`src/rtl/dcache_axi_bridge_pkg.sv`:
```
// Shared types and AXI constants for the data-cache to AXI4 bridge.
package dcache_axi_bridge_pkg;

  typedef enum logic [2:0] {
    S_IDLE,
    S_AR,
    S_R,
    S_AW_W,
    S_B
  } state_e;

  localparam logic [1:0] AXI_BURST_INCR = 2'b01;
  localparam logic [1:0] AXI_RESP_OKAY  = 2'b00;

  // Byte count (one-hot 1/2/4/8) to AXI AxSIZE encoding.
  function automatic logic [2:0] size_to_axsize(input logic [3:0] onehot);
    logic [2:0] sz;
    sz = 3'd0;
    case (onehot)
      4'b0001: sz = 3'd0;
      4'b0010: sz = 3'd1;
      4'b0100: sz = 3'd2;
      4'b1000: sz = 3'd3;
      default: sz = 3'd0;
    endcase
    return sz;
  endfunction

endpackage

```
`src/rtl/dcache_axi_align.sv`:
```
// Byte-lane shifter between LSB-aligned cache data and the 64-bit AXI lanes.
module dcache_axi_align #(
  parameter int DATA_W = 64
) (
  input  logic [2:0]          woff_i,
  input  logic [DATA_W/8-1:0] wmask_i,
  input  logic [DATA_W-1:0]   wdata_i,
  output logic [DATA_W/8-1:0] wstrb_o,
  output logic [DATA_W-1:0]   wdata_o,
  input  logic [2:0]          roff_i,
  input  logic                rshift_i,
  input  logic [DATA_W-1:0]   rdata_i,
  output logic [DATA_W-1:0]   rdata_o
);

  // Lanes pushed past the top of the word simply fall off.
  assign wstrb_o = wmask_i << woff_i;
  assign wdata_o = wdata_i << {woff_i, 3'b000};
  assign rdata_o = rshift_i ? (rdata_i >> {roff_i, 3'b000}) : rdata_i;

endmodule

```
`src/rtl/dcache_axi_bridge.sv`:
```
// AXI4 master for the data cache: one read (single or INCR8) or one write-through
// single-beat write at a time, with a sticky bus error flag.
module dcache_axi_bridge
  import dcache_axi_bridge_pkg::*;
#(
  parameter int              ADDR_W = 32,
  parameter int              DATA_W = 64,
  parameter int              ID_W   = 4,
  parameter logic [ID_W-1:0] AXI_ID = '0
) (
  input  logic                clk,
  input  logic                rst,
  input  logic [ADDR_W-1:0]   c_raddr,
  input  logic                c_raddr_valid,
  input  logic [DATA_W/8-1:0] c_rmask,
  input  logic [3:0]          c_rsize,
  input  logic [7:0]          c_rlen,
  output logic                c_rdata_ready,
  output logic [DATA_W-1:0]   c_rdata,
  input  logic [ADDR_W-1:0]   c_waddr,
  input  logic                c_waddr_valid,
  input  logic [DATA_W/8-1:0] c_wmask,
  input  logic [3:0]          c_wsize,
  input  logic [DATA_W-1:0]   c_wdata,
  output logic                c_wdata_ready,
  output logic [ADDR_W-1:0]   m_araddr,
  output logic                m_arvalid,
  input  logic                m_arready,
  output logic [7:0]          m_arlen,
  output logic [2:0]          m_arsize,
  output logic [1:0]          m_arburst,
  output logic [ID_W-1:0]     m_arid,
  input  logic [DATA_W-1:0]   m_rdata,
  input  logic [1:0]          m_rresp,
  input  logic                m_rlast,
  input  logic                m_rvalid,
  output logic                m_rready,
  output logic [ADDR_W-1:0]   m_awaddr,
  output logic                m_awvalid,
  input  logic                m_awready,
  output logic [7:0]          m_awlen,
  output logic [2:0]          m_awsize,
  output logic [1:0]          m_awburst,
  output logic [ID_W-1:0]     m_awid,
  output logic [DATA_W-1:0]   m_wdata,
  output logic [DATA_W/8-1:0] m_wstrb,
  output logic                m_wlast,
  output logic                m_wvalid,
  input  logic                m_wready,
  input  logic [1:0]          m_bresp,
  input  logic                m_bvalid,
  output logic                m_bready,
  output logic                bus_err
);

  state_e              state_q, state_d;
  logic [ADDR_W-1:0]   raddr_q, raddr_d, waddr_q, waddr_d;
  logic [7:0]          rlen_q, rlen_d, beat_q, beat_d;
  logic [2:0]          rsize_q, rsize_d, wsize_q, wsize_d;
  logic [DATA_W/8-1:0] wmask_q, wmask_d;
  logic [DATA_W-1:0]   wdata_q, wdata_d;
  logic                aw_done_q, aw_done_d, w_done_q, w_done_d;
  logic                err_q, err_d;

  // The read mask carries no information the shifter needs.
  logic unused_ok;
  assign unused_ok = ^c_rmask;

  always_comb begin
    state_d       = state_q;
    raddr_d       = raddr_q;
    rlen_d        = rlen_q;
    rsize_d       = rsize_q;
    beat_d        = beat_q;
    waddr_d       = waddr_q;
    wsize_d       = wsize_q;
    wmask_d       = wmask_q;
    wdata_d       = wdata_q;
    aw_done_d     = aw_done_q;
    w_done_d      = w_done_q;
    err_d         = err_q;
    m_arvalid     = 1'b0;
    m_rready      = 1'b0;
    m_awvalid     = 1'b0;
    m_wvalid      = 1'b0;
    m_bready      = 1'b0;
    c_rdata_ready = 1'b0;
    c_wdata_ready = 1'b0;
    case (state_q)
      S_IDLE: begin
        if (c_waddr_valid) begin
          state_d   = S_AW_W;
          waddr_d   = c_waddr;
          wsize_d   = size_to_axsize(c_wsize);
          wmask_d   = c_wmask;
          wdata_d   = c_wdata;
          aw_done_d = 1'b0;
          w_done_d  = 1'b0;
        end else if (c_raddr_valid) begin
          state_d = S_AR;
          raddr_d = c_raddr;
          rlen_d  = c_rlen;
          rsize_d = size_to_axsize(c_rsize);
        end
      end
      S_AR: begin
        m_arvalid = 1'b1;
        if (m_arready) begin
          state_d = S_R;
          beat_d  = '0;
        end
      end
      S_R: begin
        m_rready = 1'b1;
        if (m_rvalid) begin
          c_rdata_ready = 1'b1;
          beat_d        = beat_q + 8'd1;
          // rlast must coincide exactly with the final counted beat.
          if (m_rresp != AXI_RESP_OKAY || (m_rlast != (beat_q == rlen_q))) err_d = 1'b1;
          if (m_rlast) state_d = S_IDLE;
        end
      end
      S_AW_W: begin
        m_awvalid = !aw_done_q;
        m_wvalid  = !w_done_q;
        if (!aw_done_q && m_awready) aw_done_d = 1'b1;
        if (!w_done_q && m_wready) w_done_d = 1'b1;
        if (aw_done_d && w_done_d) state_d = S_B;
      end
      S_B: begin
        m_bready = 1'b1;
        if (m_bvalid) begin
          c_wdata_ready = 1'b1;
          if (m_bresp != AXI_RESP_OKAY) err_d = 1'b1;
          state_d = S_IDLE;
        end
      end
      default: state_d = S_IDLE;
    endcase
  end

  always_ff @(posedge clk) begin
    if (rst) begin
      state_q   <= S_IDLE;
      raddr_q   <= '0;
      rlen_q    <= '0;
      rsize_q   <= '0;
      beat_q    <= '0;
      waddr_q   <= '0;
      wsize_q   <= '0;
      wmask_q   <= '0;
      wdata_q   <= '0;
      aw_done_q <= 1'b0;
      w_done_q  <= 1'b0;
      err_q     <= 1'b0;
    end else begin
      state_q   <= state_d;
      raddr_q   <= raddr_d;
      rlen_q    <= rlen_d;
      rsize_q   <= rsize_d;
      beat_q    <= beat_d;
      waddr_q   <= waddr_d;
      wsize_q   <= wsize_d;
      wmask_q   <= wmask_d;
      wdata_q   <= wdata_d;
      aw_done_q <= aw_done_d;
      w_done_q  <= w_done_d;
      err_q     <= err_d;
    end
  end

  dcache_axi_align #(.DATA_W(DATA_W)) u_align (
    .woff_i   (waddr_q[2:0]),
    .wmask_i  (wmask_q),
    .wdata_i  (wdata_q),
    .wstrb_o  (m_wstrb),
    .wdata_o  (m_wdata),
    .roff_i   (raddr_q[2:0]),
    .rshift_i (rlen_q == 8'd0),
    .rdata_i  (m_rdata),
    .rdata_o  (c_rdata)
  );

  assign m_araddr  = raddr_q;
  assign m_arlen   = rlen_q;
  assign m_arsize  = rsize_q;
  assign m_arburst = AXI_BURST_INCR;
  assign m_arid    = AXI_ID;
  assign m_awaddr  = waddr_q;
  assign m_awlen   = 8'd0;
  assign m_awsize  = wsize_q;
  assign m_awburst = AXI_BURST_INCR;
  assign m_awid    = AXI_ID;
  assign m_wlast   = 1'b1;
  assign bus_err   = err_q;

endmodule

```
`config.mk`:
```
export PLATFORM = sky130hd
export DESIGN_NAME = dcache_axi_bridge
export DESIGN_NICKNAME = d
export VERILOG_FILES = /design/src/rtl/dcache_axi_bridge_pkg.sv /design/src/rtl/dcache_axi_align.sv /design/src/rtl/dcache_axi_bridge.sv
export SDC_FILE = /design/constraint.sdc
export NUM_CORES = 1
export LEC_CHECK = 0
export BUFFER_PORTS_ARGS = -buffer_cell sky130_fd_sc_hd__buf_2
export CAP_MARGIN = 10
export CELL_PAD_IN_SITES_DETAIL_PLACEMENT = 1
export CELL_PAD_IN_SITES_GLOBAL_PLACEMENT = 1
export CORE_ASPECT_RATIO = 0.7
export CORE_MARGIN = 2
export CORE_UTILIZATION = 33
export CTS_CLUSTER_DIAMETER = 80
export DETAILED_ROUTE_END_ITERATION = 12
export PLACE_DENSITY_LB_ADDON = 0.1
export REMOVE_ABC_BUFFERS = 1
export SETUP_SLACK_MARGIN = 0.3
export SLEW_MARGIN = 10
export SYNTH_ARGS = -nofsm -noshare
export SYNTH_HDL_FRONTEND = slang
export SYNTH_SLANG_ARGS = --single-unit
```
`constraint.sdc`:
```
create_clock -name clk -period 2.4 [get_ports clk]
set_input_delay 0.24 -clock clk [delete_from_list [all_inputs] [get_ports clk]]
set_output_delay 0.24 -clock clk [all_outputs]
set_load 0.01 [all_outputs]
```
# Yosys cells after proc, flatten, opt, wreduce, memory -nomap -nowiden
# Cells that the tools add are included.
# word_totals
word_cells,92
reg_bits,164
input_bits,238
output_inout_bits,243
# op_classes
bitwise_logic,1
reduce_logical,19
muxes,35
eq_ne,21
shifts,3
add_sub_neg,1
# ops
cell,n
64-bit two-way mux,1
64-bit by 6-bit left shift with 64-bit output,1
64-bit by 6-bit right shift with 64-bit output,1
3-bit two-way mux,7
1-bit two-way mux,18
8-bit two-way mux,2
2-bit != test (second input constant),8
8-bit case mux with 2 select lines,1
3-bit case mux with 5 select lines,1
2-bit case mux with 3 select lines,2
2-bit nonzero test,5
8-bit by 1-bit adder with 8-bit output (second input constant),1
4-bit by 2-bit equality test with 1-bit output (second input constant),2
4-bit by 3-bit equality test with 1-bit output (second input constant),2
4-bit equality test (second input constant),2
8-bit equality test,1
8-bit logical NOT,1
8-bit by 3-bit left shift with 8-bit output,1
3-bit by 2-bit equality test with 1-bit output (second input constant),2
1-bit case mux with 2 select lines,3
3-bit AND reduction,2
6-bit AND reduction,1
5-bit AND reduction,1
2-bit AND reduction,2
other kinds (9),12

# Logic depth before layout (Yosys ltp)
# Gate-level depths: netlist of the first run.
# logic_depth
ltp_word,7
depth_mapped,7
mapped_depth_nobuf,5

# By module
# Synthesis of the first run repeated with hierarchy kept, for this count alone.
# unflattened
hier_cells,1405
hier_area_um2,10475.0
# modules_own_cells
mod,instances,cells_each,seq_area_each_um2,area_per_inst_um2
dcache_axi_bridge,1,784,3243.1,6173.4
dcache_axi_align,1,621,0.0,4301.6

# Worst setup path before layout of the first run
# OpenSTA, ideal clock, no wires.
# synth_path
path_type,register to output
startpoint,register raddr_q[0] (netlist: m_araddr[0])
endpoint,output c_rdata[17]
setup_slack_ns,0.482
path_stages_with_launch,6
path_buffers,2
required_time_ns,2.160
arrival_ns,1.678
cell_sequence,dfxtp_1 -> buf_2 -> buf_2 -> mux4_2 -> a221oi_1 -> a21oi_1
# synth_between
elab_chain_cells,2
# synth_lines
element,line,text
"start, declared",dcache_axi_bridge.sv:57,"logic [ADDR_W-1:0] raddr_q, raddr_d, waddr_q, waddr_d;"
"start signal, assigned",dcache_axi_bridge.sv:158,raddr_q <= raddr_d;
64-bit by 6-bit right shift with 64-bit output,dcache_axi_align.sv:19,"assign rdata_o = rshift_i ? (rdata_i >> {roff_i, 3'b000}) : rdata_i;"
64-bit two-way mux,dcache_axi_align.sv:19,
"end, declared",dcache_axi_bridge.sv:19,"output logic [DATA_W-1:0] c_rdata,"
# Every way passes these cells.

# Final worst setup path of the first run
# layout_path
startpoint,register raddr_q[0] (netlist: m_araddr[0])
endpoint,output c_rdata[25]
# The elaborated chain is that of the path after synthesis.

==> reports/results.txt, run 1 <==
RSZ-0062 raised after global routing: yes
#FFs+latches synth: 162
Root Driver: clkbuf_16
DRC viols: 0
Num CTS Buffers: 17
design area: 16200 um2
DP Worst Slack: 0.304 ns
vias: 12100
Core Footprint: 31200 um2
setup TNS: -0.00527 ns
max frequency: 416 MHz
placed instance area: 13200 um2
Seq/Total Area, Yosys: 30.9%
Die X: 217 um
Worst Path Required: 2.16 ns
row count: 54
post-DP HPWL: 30500 um
final period utilization: 100%
worst rel slew slack: 52.1%
kind of critical path: flop to output pin
Mapped Area: 10500 um2
routed len/inst: 21.6 um
full die area: 33200 um2
initial antenna violation count: 12
worst hold slack: 0.0187 ns
most common cell after layout, fill and taps aside: buf_2
yosys warns: 0
vias per std cell: 5.33
Synth area leaders: dfxtp_1, nand2_1, mux2i_1
die height: 153 um
setup violators final: 1
CP Launch Type: flop
htree depth: 4
Leak Pwr: 7.03 nW
IO Count: 481
cells along the critical path: buf_6, buf_4, mux4_2, a22oi_1, o21ai_0, buf_2
commonest non-fill, non-tap cells in the layout: buf_2, nand2_1, a21oi_1
Antenna Nets Post-Route: 0
Worst setup EP type: output pin
CP max FO: 6
post-synthesis cell type count: 53
Hold Crit Class: input port to flop
Initial Utilization: 33.6%
ys flop type: dfxtp_1
first-pass GRT wire length: 69000 um
dpl cells: 2146
fin. max-slew vios: 0
WP data arrival: 2.17 ns
TritonCTS Sinks: 162
Max VDD drop: 0.538 mV
fillers: 3832
fin util: 52.0%
Max clock buf depth: 2
CP max stage cell: mux4_2
Post-synth EDFFs: 0
gr ovfl total: 0
I/O Buffers: 449
Reg clk slew, reported paths: 0.07 ns
min Tclk post-route: 2.41 ns
failing checks: setup timing
ys async rst share: 0%
Clock Skew: 0.0125 ns
Top delay family on crit path: multiplexers
status: finished, violations left
post-layout worst setup margin: -0.00527 ns
total power: 15.8 mW
Hold Vio Cnt, Final: 0
Avg Cell Area, Syn: 7.79 um2
clock latency on the worst-skew pair: 0.46 ns
largest net degree at the start of global routing: 63
1st-pass router iterations: 7
final WL: 49100 um
top-area cell type share of the netlist area: 30.9%
Worst path max stage delay: 0.51 ns
GRT Overall Usage: 26.6%
Max Cap Viol: 0
# nets final: 2069
Placer Congestion: 0.872
WP buf/inv: 3
clock tree from TritonCTS: yes
cell taking the most area after synthesis: dfxtp_1
layout cell share with drive strength beyond 1: 45.8%
Syn-to-layout area delta: 54.8%
vias in the first global route: 11800
PD cells: 975 nW/um2
measured slew at the worst slew-check pin: 0.718 ns
Final Non-Filler Cells: 2269
Mapped Cells: 1346
DR iter-0 viols: 741
## final timing paths
| check | from | endpoint | slack, ns | cells past startpoint |
|---|---|---|---|---|
| setup / recovery | m_araddr[0] | c_rdata[25] | -0.005 | 6 |
| hold / removal | c_waddr[5] | m_awaddr[5] | 0.02 | 3 |
| setup reg to reg | state_q[0] | m_arlen[4] | 0.49 | 6 |
| hold reg to reg | m_awsize[1] | m_awsize[1] | 0.45 | 2 |
## power by group
| group | leakage (nW) | switching (mW) | total [mW] | internal [mW] |
|---|---|---|---|---|
| clock | 0.285 | 1.21 | 2.76 | 1.55 |
| sequential | 1.33 | 0.538 | 3.69 | 3.16 |
| combinational | 5.42 | 5.00 | 9.38 | 4.38 |
## sequential cells by signal, summed over array words and instances, names as in the netlist, 3 cells and up
| name | cells |
|---|---|
| beat_q | 8 |
| m_araddr | 32 |
| m_arlen | 8 |
| m_awaddr | 32 |
| state_q | 3 |
| wdata_q | 64 |
| wmask_q | 8 |
## routing by layer
metal / part of all wire [%] / vias to the layer above / global-route usage (%)
li1: - / 5632 / -
met1: 43 / 5910 / 34.6
met2: 47 / 445 / 42.4
met3: 6.4 / 108 / 6.31
met4: 3.2 / 10 / 10.8
met5: 0.13 / - / 0
## synthesized netlist by cell type (9+ instances only)
library cell,n
a21oi_1,184
a22o_1,16
a22oi_1,11
and2_1,21
buf_1,13
buf_2,33
buf_4,25
clkbuf_1,68
dfxtp_1,162
inv_1,13
mux2_2,36
mux2i_1,104
mux4_2,40
nand2_1,359
nand2b_1,9
nor2_1,68
o21ai_0,65
o22ai_1,19
o2bb2ai_1,10
xnor2_1,10
## worst reg2reg max path, delay by kind of cell, from the launching register on
family / cells / cell delay (ns)
and+or+nand+nor: 3 / 0.61
AOI/OAI and AO/OA: 1 / 0.17
DFF: 1 / 0.43
buffers and inverters: 2 / 0.63
## final cells by class
type | count | area (um2) | share of cell area [%]
sequential | 162 | 3280 | 20.2
timing repair buffer | 583 | 4300 | 26.5
inverter | 14 | 52.6 | 0.324
multi-input combinational | 1052 | 7480 | 46.1
clock buffer | 21 | 482 | 2.97
clock inverter | 10 | 100 | 0.617
tap | 420 | 526 | 3.24
antenna | 7 | 17.5 | 0.108
## logic make-up (layout without fill, tap and decap cells)
| logic type | after synthesis | in the layout | share of synthesized area, % |
|---|---|---|---|
| buffers and inverters | 154 | 628 | 6.87 |
| xor gates and xnor gates | 18 | 18 | 1.50 |
| adders and majority gates | 1 | 1 | 0.119 |
| other | 2 | 30 | 0.0716 |
| DFF | 162 | 162 | 30.9 |
| AOI/OAI and AO/OA | 329 | 329 | 18.1 |
| muxes | 180 | 180 | 22.4 |
| and+or+nand+nor | 500 | 501 | 20.0 |
## what timing repair did
| item | in CTS | in global routing |
|---|---|---|
| pin swaps | 18 | 49 |
| setup endpoints to repair | 127 | 117 |
| hold buffers | 2 | 0 |
| cloned | 13 | 10 |
| setup buffers | 32 | 28 |
| hold endpoints to repair | 2 | 0 |
| resized for setup | 113 | 229 |
Note: power is estimated with default switching activity, not from simulation.
==> run 2, diff against run 1 <==
--- a/config.mk
+++ b/config.mk
@@ -5,16 +5,17 @@
 export SDC_FILE = /design/constraint.sdc
 export NUM_CORES = 1
 export LEC_CHECK = 0
+export ABC_AREA = 1
 export BUFFER_PORTS_ARGS = -buffer_cell sky130_fd_sc_hd__buf_2
 export CAP_MARGIN = 10
 export CELL_PAD_IN_SITES_DETAIL_PLACEMENT = 1
 export CELL_PAD_IN_SITES_GLOBAL_PLACEMENT = 1
 export CORE_ASPECT_RATIO = 0.7
 export CORE_MARGIN = 2
-export CORE_UTILIZATION = 33
+export CORE_UTILIZATION = 31
 export CTS_CLUSTER_DIAMETER = 80
 export DETAILED_ROUTE_END_ITERATION = 12
-export PLACE_DENSITY_LB_ADDON = 0.1
+export PLACE_DENSITY = 0.78
 export REMOVE_ABC_BUFFERS = 1
 export SETUP_SLACK_MARGIN = 0.3
 export SLEW_MARGIN = 10
==> run 2 against run 1 <==
Via count is 10% higher. First-iteration DRC count is 11% higher. Count of clock-buffer cells in the layout is 3 lower. Sequential share of layout area is 2.2 points higher. The flow now finishes without violations. Area after synthesis is 2.7% lower. Cell count is 11% higher. Core utilization is 7.0 points lower. Clock skew is 0.0018 ns lower. Largest power group unchanged. Sequential power hardly changed.
==> reports/results.txt, run 2 <==
row count: 55 (+1.9%)
first-pass GRT wire length: 72000 um (+4.5%)
Antenna Nets Post-Route: 0 (unchanged)
Synth area leaders: dfxtp_1, o21ai_0, nand2_1
sequential share of power: 21.2% (-2.1 points)
Comb pwr share: 62.3% (+3.0 points)
ys async rst share: 0% (unchanged)
Syn-to-layout area delta: 42.6%
fin util: 45.0% (-7.0 points)
measured slew at the worst slew-check pin: 0.775 ns (+0.0565 ns)
full die area: 34400 um2 (+3.5%)
commonest non-fill, non-tap cells in the layout: buf_2, nand2_1, o21ai_0
DRC viols: 0 (unchanged)
clock tree from TritonCTS: yes
status: finished clean
kind of critical path: flop to output pin
vias per std cell: 5.29 (-0.89%)
Num CTS Buffers: 17 (unchanged)
top-area cell type share of the netlist area: 31.8% (+0.85 points)
internal power: 9.10 mW (+0.24%)
worst rel slew slack: 48.4% (-3.8 points)
TritonCTS Sinks: 162 (unchanged)
synth cell count leaders: o21ai_0, nand2_1, a21oi_1
final WL: 49100 um (about the same)
routed len/inst: 19.4 um (-10%)
Post-synth EDFFs: 0 (unchanged)
Post-CTS Hold Fix Bufs: 0 (-2)
Initial Utilization: 31.6% (-2.0 points)
Root Driver: clkbuf_16
# nets final: 2313 (+12%)
gr ovfl total: 0 (unchanged)
Mapped Cells: 1657 (+23%)
max frequency: 422 MHz (+1.5%)
Leak Pwr: 6.73 nW (-4.3%)
most common cell after layout, fill and taps aside: buf_2
cell with the most instances after synthesis: o21ai_0
Largest register FFs: 64 (unchanged)
CP max stage cell: dfxtp_4
CP max FO: 18 (+12)
setup violators final: 0 (-1)
RSZ-0062 raised after global routing: yes
Worst setup EP type: output pin
post-DP HPWL: 33000 um (+8.1%)
Most flops, register: wdata_q
I/O Buffers: 449 (unchanged)
htree depth: 4 (unchanged)
min Tclk post-route: 2.37 ns (-0.0346 ns)
Seq/Total Area, Yosys: 31.8% (+0.85 points)
Clock Power Share: 16.5% (-0.9 points)
ys flop type: dfxtp_1
fin. max-slew vios: 0 (unchanged)
fraction of power spent switching nets: 47.4% (+4.7 points)
Max VDD drop: 0.658 mV (+22%)
CP Launch Type: flop
PD cells: 1190 nW/um2 (+22%)
Avg Cell Area, Syn: 6.16 um2 (-21%)
Hold Vio Cnt, Final: 0 (unchanged)
most frequent CP cell: o21ai_0
yosys warns: 0 (unchanged)
Reg clk slew, reported paths: 0.08 ns (about the same)
Net Sw Power: 8.20 mW (+21%)
design area: 14600 um2 (-10%)
Mapped Area: 10200 um2 (-2.7%)
layout cell share with drive strength beyond 1: 32.4% (-13 points)
die height: 156 um (+1.7%)
Max Cap Viol: 0 (unchanged)
cells along the critical path: inv_2, buf_12, nand2_1, o21ai_2, o21ai_0, nand3_1, o21ai_0, buf_2
Worst path max stage delay: 0.43 ns (-0.08 ns)
post-layout worst setup margin: 0.0294 ns (+0.0346 ns)
final period utilization: 98.8% (-1.4 points)
clock latency on the worst-skew pair: 0.44 ns (-0.02 ns)
GRT Overall Usage: 26.2% (-0.41 points)
Die X: 221 um (+1.8%)
Clock Skew: 0.0108 ns (-0.00175 ns)
DP Worst Slack: 0.386 ns (+0.0826 ns)
IO Count: 481 (unchanged)
Hold Crit Class: input port to flop
vias: 13400 (+10%)
Placer Congestion: 0.863 (-1.0%)
1st-pass router iterations: 5 (-2)
#FFs+latches synth: 162 (unchanged)
Core Footprint: 32300 um2 (+3.6%)
Worst Path Required: 2.16 ns (about the same)
vias in the first global route: 12700 (+7.9%)
Max clock buf depth: 2 (unchanged)
largest net degree at the start of global routing: 85 (+35%)
reg-to-reg slack, setup: 0.63 ns (+0.14 ns)
WP data arrival: 2.13 ns (-0.04 ns)
cell taking the most area after synthesis: dfxtp_1
placed instance area: 12800 um2 (-3.5%)
DR iter-0 viols: 821 (+11%)
post-synthesis cell type count: 38 (-28%)
initial antenna violation count: 14 (+2)
## run 2: worst paths after layout
kind / startpoint / to / cells after the start
max: m_araddr[0] / c_rdata[21] / 8
max reg2reg: state_q[1] / beat_q[4] / 9
min reg2reg: m_araddr[8] / m_araddr[8] / 2
min: c_waddr[30] / m_awaddr[30] / 3
## run 2: stage by stage
stage	hold slack [ns]	TNS, ns	std cells	power (mW)
floorplan	0.309	-334.62	1518	8.42
global placement	0.429	0	2429	12.0
detailed placement	0.435	0	2429	12.2
CTS	0.0367	0	2490	16.4
global route	0.0388	-0.00473	2526	18.4
finish	0.0592	0	2526	17.3
## run 2: worst max-delay path, delay by kind of cell (launching register included)
family                 cells  cell delay, ns
AO/OA/AOI/OAI              3            0.60
flip-flops                 1            0.43
buffers and inverters      3            0.40
AND/OR/NAND/NOR            2            0.25
## run 2: cell families after synthesis
logic type	synth area share (%)
AO/OA/AOI/OAI	31.7
XOR/XNOR	0.772
adder cells (fa/ha/maj)	0.123
buffers and inverters	13.5
flip-flops	31.8
multiplexers	0.196
other	0.0736
AND/OR/NAND/NOR	21.9
## run 2: area by class of cell
| class | instances | area [um2] |
|---|---|---|
| diodes | 12 | 30.0 |
| multi-input cells | 1186 | 5980 |
| inverters | 170 | 659 |
| clock buffers | 18 | 429 |
| well taps | 427 | 534 |
| flip-flops and latches | 162 | 3260 |
| repair buffers | 537 | 3500 |
| fillers | 4371 | 17800 |
| clock inverters | 14 | 169 |
## run 2: power groups by stage
stage,Combinational (mW),Sequential (mW),Clock [mW]
6_report,10.8,3.66,2.86
3_3_place_gp,8.28,3.70,0
2_1_floorplan,4.44,3.97,0
4_1_cts,9.85,3.64,2.93
3_5_place_dp,8.44,3.73,0
5_1_grt,11.6,3.72,3.06
## run 2: routing by layer
| metal | track usage (%) | routed length (um) | vias up |
|---|---|---|---|
| li1 | - | - | 6351 |
| met1 | 35.3 | 22000 | 6419 |
| met2 | 40.8 | 22300 | 479 |
| met3 | 5.42 | 3060 | 103 |
| met4 | 10.7 | 1680 | 4 |
| met5 | 0 | 21 | - |
## run 2: timing repair
item | in CTS | in global routing
pin swaps | 13 | 15
buffers inserted | 22 | 16
cloned | 7 | 8
endpoints found under the setup margin | 123 | 111
resized for setup | 93 | 161
==> run 3, diff against run 2 <==
--- a/config.mk
+++ b/config.mk
@@ -15,9 +15,8 @@
 export CORE_UTILIZATION = 31
 export CTS_CLUSTER_DIAMETER = 80
 export DETAILED_ROUTE_END_ITERATION = 12
-export PLACE_DENSITY = 0.78
+export PLACE_DENSITY = 0.81
 export REMOVE_ABC_BUFFERS = 1
-export SETUP_SLACK_MARGIN = 0.3
 export SLEW_MARGIN = 10
 export SYNTH_ARGS = -nofsm -noshare
 export SYNTH_HDL_FRONTEND = slang
==> run 3 against run 2 <==
Non-clock buffer count down 42. Die area unchanged. Clock power up 2%.
==> reports/results.txt, run 3 (synthesis results as in run 2) <==
fin util: 42.0% (-3.0 points)
Clock Skew: 0.0156 ns (+0.00485 ns)
kind of critical path: flop to output pin
I/O Buffers: 449 (unchanged)
reg-to-reg slack, setup: 0.63 ns (about the same)
Initial Utilization: 31.6% (unchanged)
WP data arrival: 2.09 ns (-0.04 ns)
Most flops, register: wdata_q
Hold Crit Class: input port to flop
die height: 156 um (unchanged)
PD cells: 1130 nW/um2 (-4.5%)
fin. max-slew vios: 0 (unchanged)
Worst setup EP type: output pin
WP buf/inv: 2 (-1)
IO Count: 481 (unchanged)
clock tree from TritonCTS: yes
# nets final: 2271 (-1.8%)
hold depth: 3 (unchanged)
vias in the first global route: 12600 (-1.5%)
reg-to-reg critical path endpoint: beat_q[4]
area of the multi-input gates: 5690 um2 (-4.8%)
Worst path max stage delay: 0.39 ns (-0.04 ns)
design area: 13600 um2 (-6.6%)
Num CTS Buffers: 17 (unchanged)
final WL: 45500 um (-7.4%)
first-pass GRT wire length: 69100 um (-4.1%)
post-layout worst setup margin: 0.0658 ns (+0.0364 ns)
vias: 12900 (-3.5%)
GRT Overall Usage: 24.7% (-1.5 points)
Die X: 221 um (unchanged)
layout cell share with drive strength beyond 1: 27.2% (-5.3 points)
DR iter-0 viols: 916 (+12%)
1st-pass router iterations: 5 (unchanged)
placed instance area: 12800 um2 (+0.16%)
CP max stage cell: dfxtp_4
setup violators final: 0 (unchanged)
status: finished clean
most frequent CP cell: nand2_1
worst rel slew slack: 60.2% (+12 points)
Placer Congestion: 0.946 (+9.5%)
min-delay src: c_waddr[19]
register area: 3250 um2 (-0.38%)
Antenna Nets Post-Route: 0 (unchanged)
Largest register FFs: 64 (unchanged)
Reg2Reg Depth: 9 (unchanged)
max frequency: 428 MHz (+1.6%)
full die area: 34400 um2 (unchanged)
Post-CTS Hold Fix Bufs: 0 (unchanged)
DRC viols: 0 (unchanged)
Hold Vio Cnt, Final: 0 (unchanged)
vias per std cell: 5.20 (-1.7%)
min Tclk post-route: 2.33 ns (-0.0364 ns)
cells along the critical path: clkbuf_16, o21ai_0, nor2_1, a31oi_1, nand2_1, nand3_1, nand2_1, buf_2
gr ovfl total: 0 (unchanged)
commonest non-fill, non-tap cells in the layout: buf_2, nand2_1, o21ai_0
final period utilization: 97.3% (-1.5 points)
TritonCTS Sinks: 162 (unchanged)
Reg clk slew, reported paths: 0.08 ns (about the same)
Max clock buf depth: 2 (unchanged)
CP max FO: 17 (-1)
CP Launch Type: flop
largest net degree at the start of global routing: 85 (unchanged)
measured slew at the worst slew-check pin: 0.597 ns (-0.178 ns)
RR Startpoint: state_q[1]
Core Footprint: 32300 um2 (unchanged)
Root Driver: clkbuf_16
setup TNS: 0 ns (unchanged)
Worst Hold Path EP: m_awaddr[19]
htree depth: 4 (unchanged)
DP Worst Slack: 0.402 ns (+0.0159 ns)
total power: 15.4 mW (-11%)
Worst Path Required: 2.16 ns (about the same)
most common cell after layout, fill and taps aside: buf_2
Max VDD drop: 0.508 mV (-23%)
routed len/inst: 18.3 um (-5.6%)
fillers: 4382 (+0.25%)
row count: 55 (unchanged)
Leak Pwr: 6.31 nW (-6.2%)
Syn-to-layout area delta: 33.2%
Top delay family on crit path: compound AO/OA/AOI/OAI gates
Max Cap Viol: 0 (unchanged)
clock latency on the worst-skew pair: 0.45 ns (about the same)
post-DP HPWL: 32200 um (-2.4%)
initial antenna violation count: 8 (-6)
==> run 3: through the flow <==
stage	cells	hold WS, ns
floorplan	1518	0.309
global placement	2430	0.427
detailed placement	2430	0.432
CTS	2466	0.0361
global route	2478	0.0423
finish	2479	0.0573
==> run 3: area by class of cell <==
| class | count | area share, % |
|---|---|---|
| diodes | 7 | 0.129 |
| clock inverters | 15 | 1.37 |
| repair buffers | 495 | 20.9 |
| multi-input cells | 1186 | 41.8 |
| inverters | 170 | 4.75 |
| well taps | 427 | 3.93 |
| flip-flops and latches | 162 | 23.9 |
| clock buffers | 17 | 3.13 |
==> run 3: timing repair <==
item	in CTS	in global routing
cloned	1	4
pin swaps	1	2
buffers inserted	3	2
endpoints found under the setup margin	27	48
gates resized for setup	1	19
==> run 3: worst max-delay path by stage <==
stage                            from          end  slack, ns  cells past startpoint
final                     m_araddr[0]  c_rdata[14]       0.07                      8
after floorplan            m_arlen[7]  c_rdata[58]      -1.84                      5
after global routing      m_araddr[0]   c_rdata[3]      -0.02                      7
after CTS                  m_arlen[2]  c_rdata[47]       0.03                      8
after detailed placement   m_arlen[7]  c_rdata[44]       0.40                      8
after global placement     m_arlen[5]  c_rdata[41]       0.44                      8
==> run 3: report_power, final <==
group / switching (mW) / internal, mW
logic: 5.74 / 3.11
registers: 0.367 / 3.28
clock network: 1.42 / 1.51
==> run 3: worst min-delay path, delay by kind of cell <==
kind / cells / cell delay, ns
AND/OR/NAND/NOR: 1 / 0.07
buffers and inverters: 1 / 0.10
AO/OA/AOI/OAI: 1 / 0.06
==> run 3: layer usage <==
layer  wire length (um)  GRT usage (%)
met1              20400           32.6
met2              21200           40.5
met3               2460           4.60
met4               1360           8.34
met5                 13              0
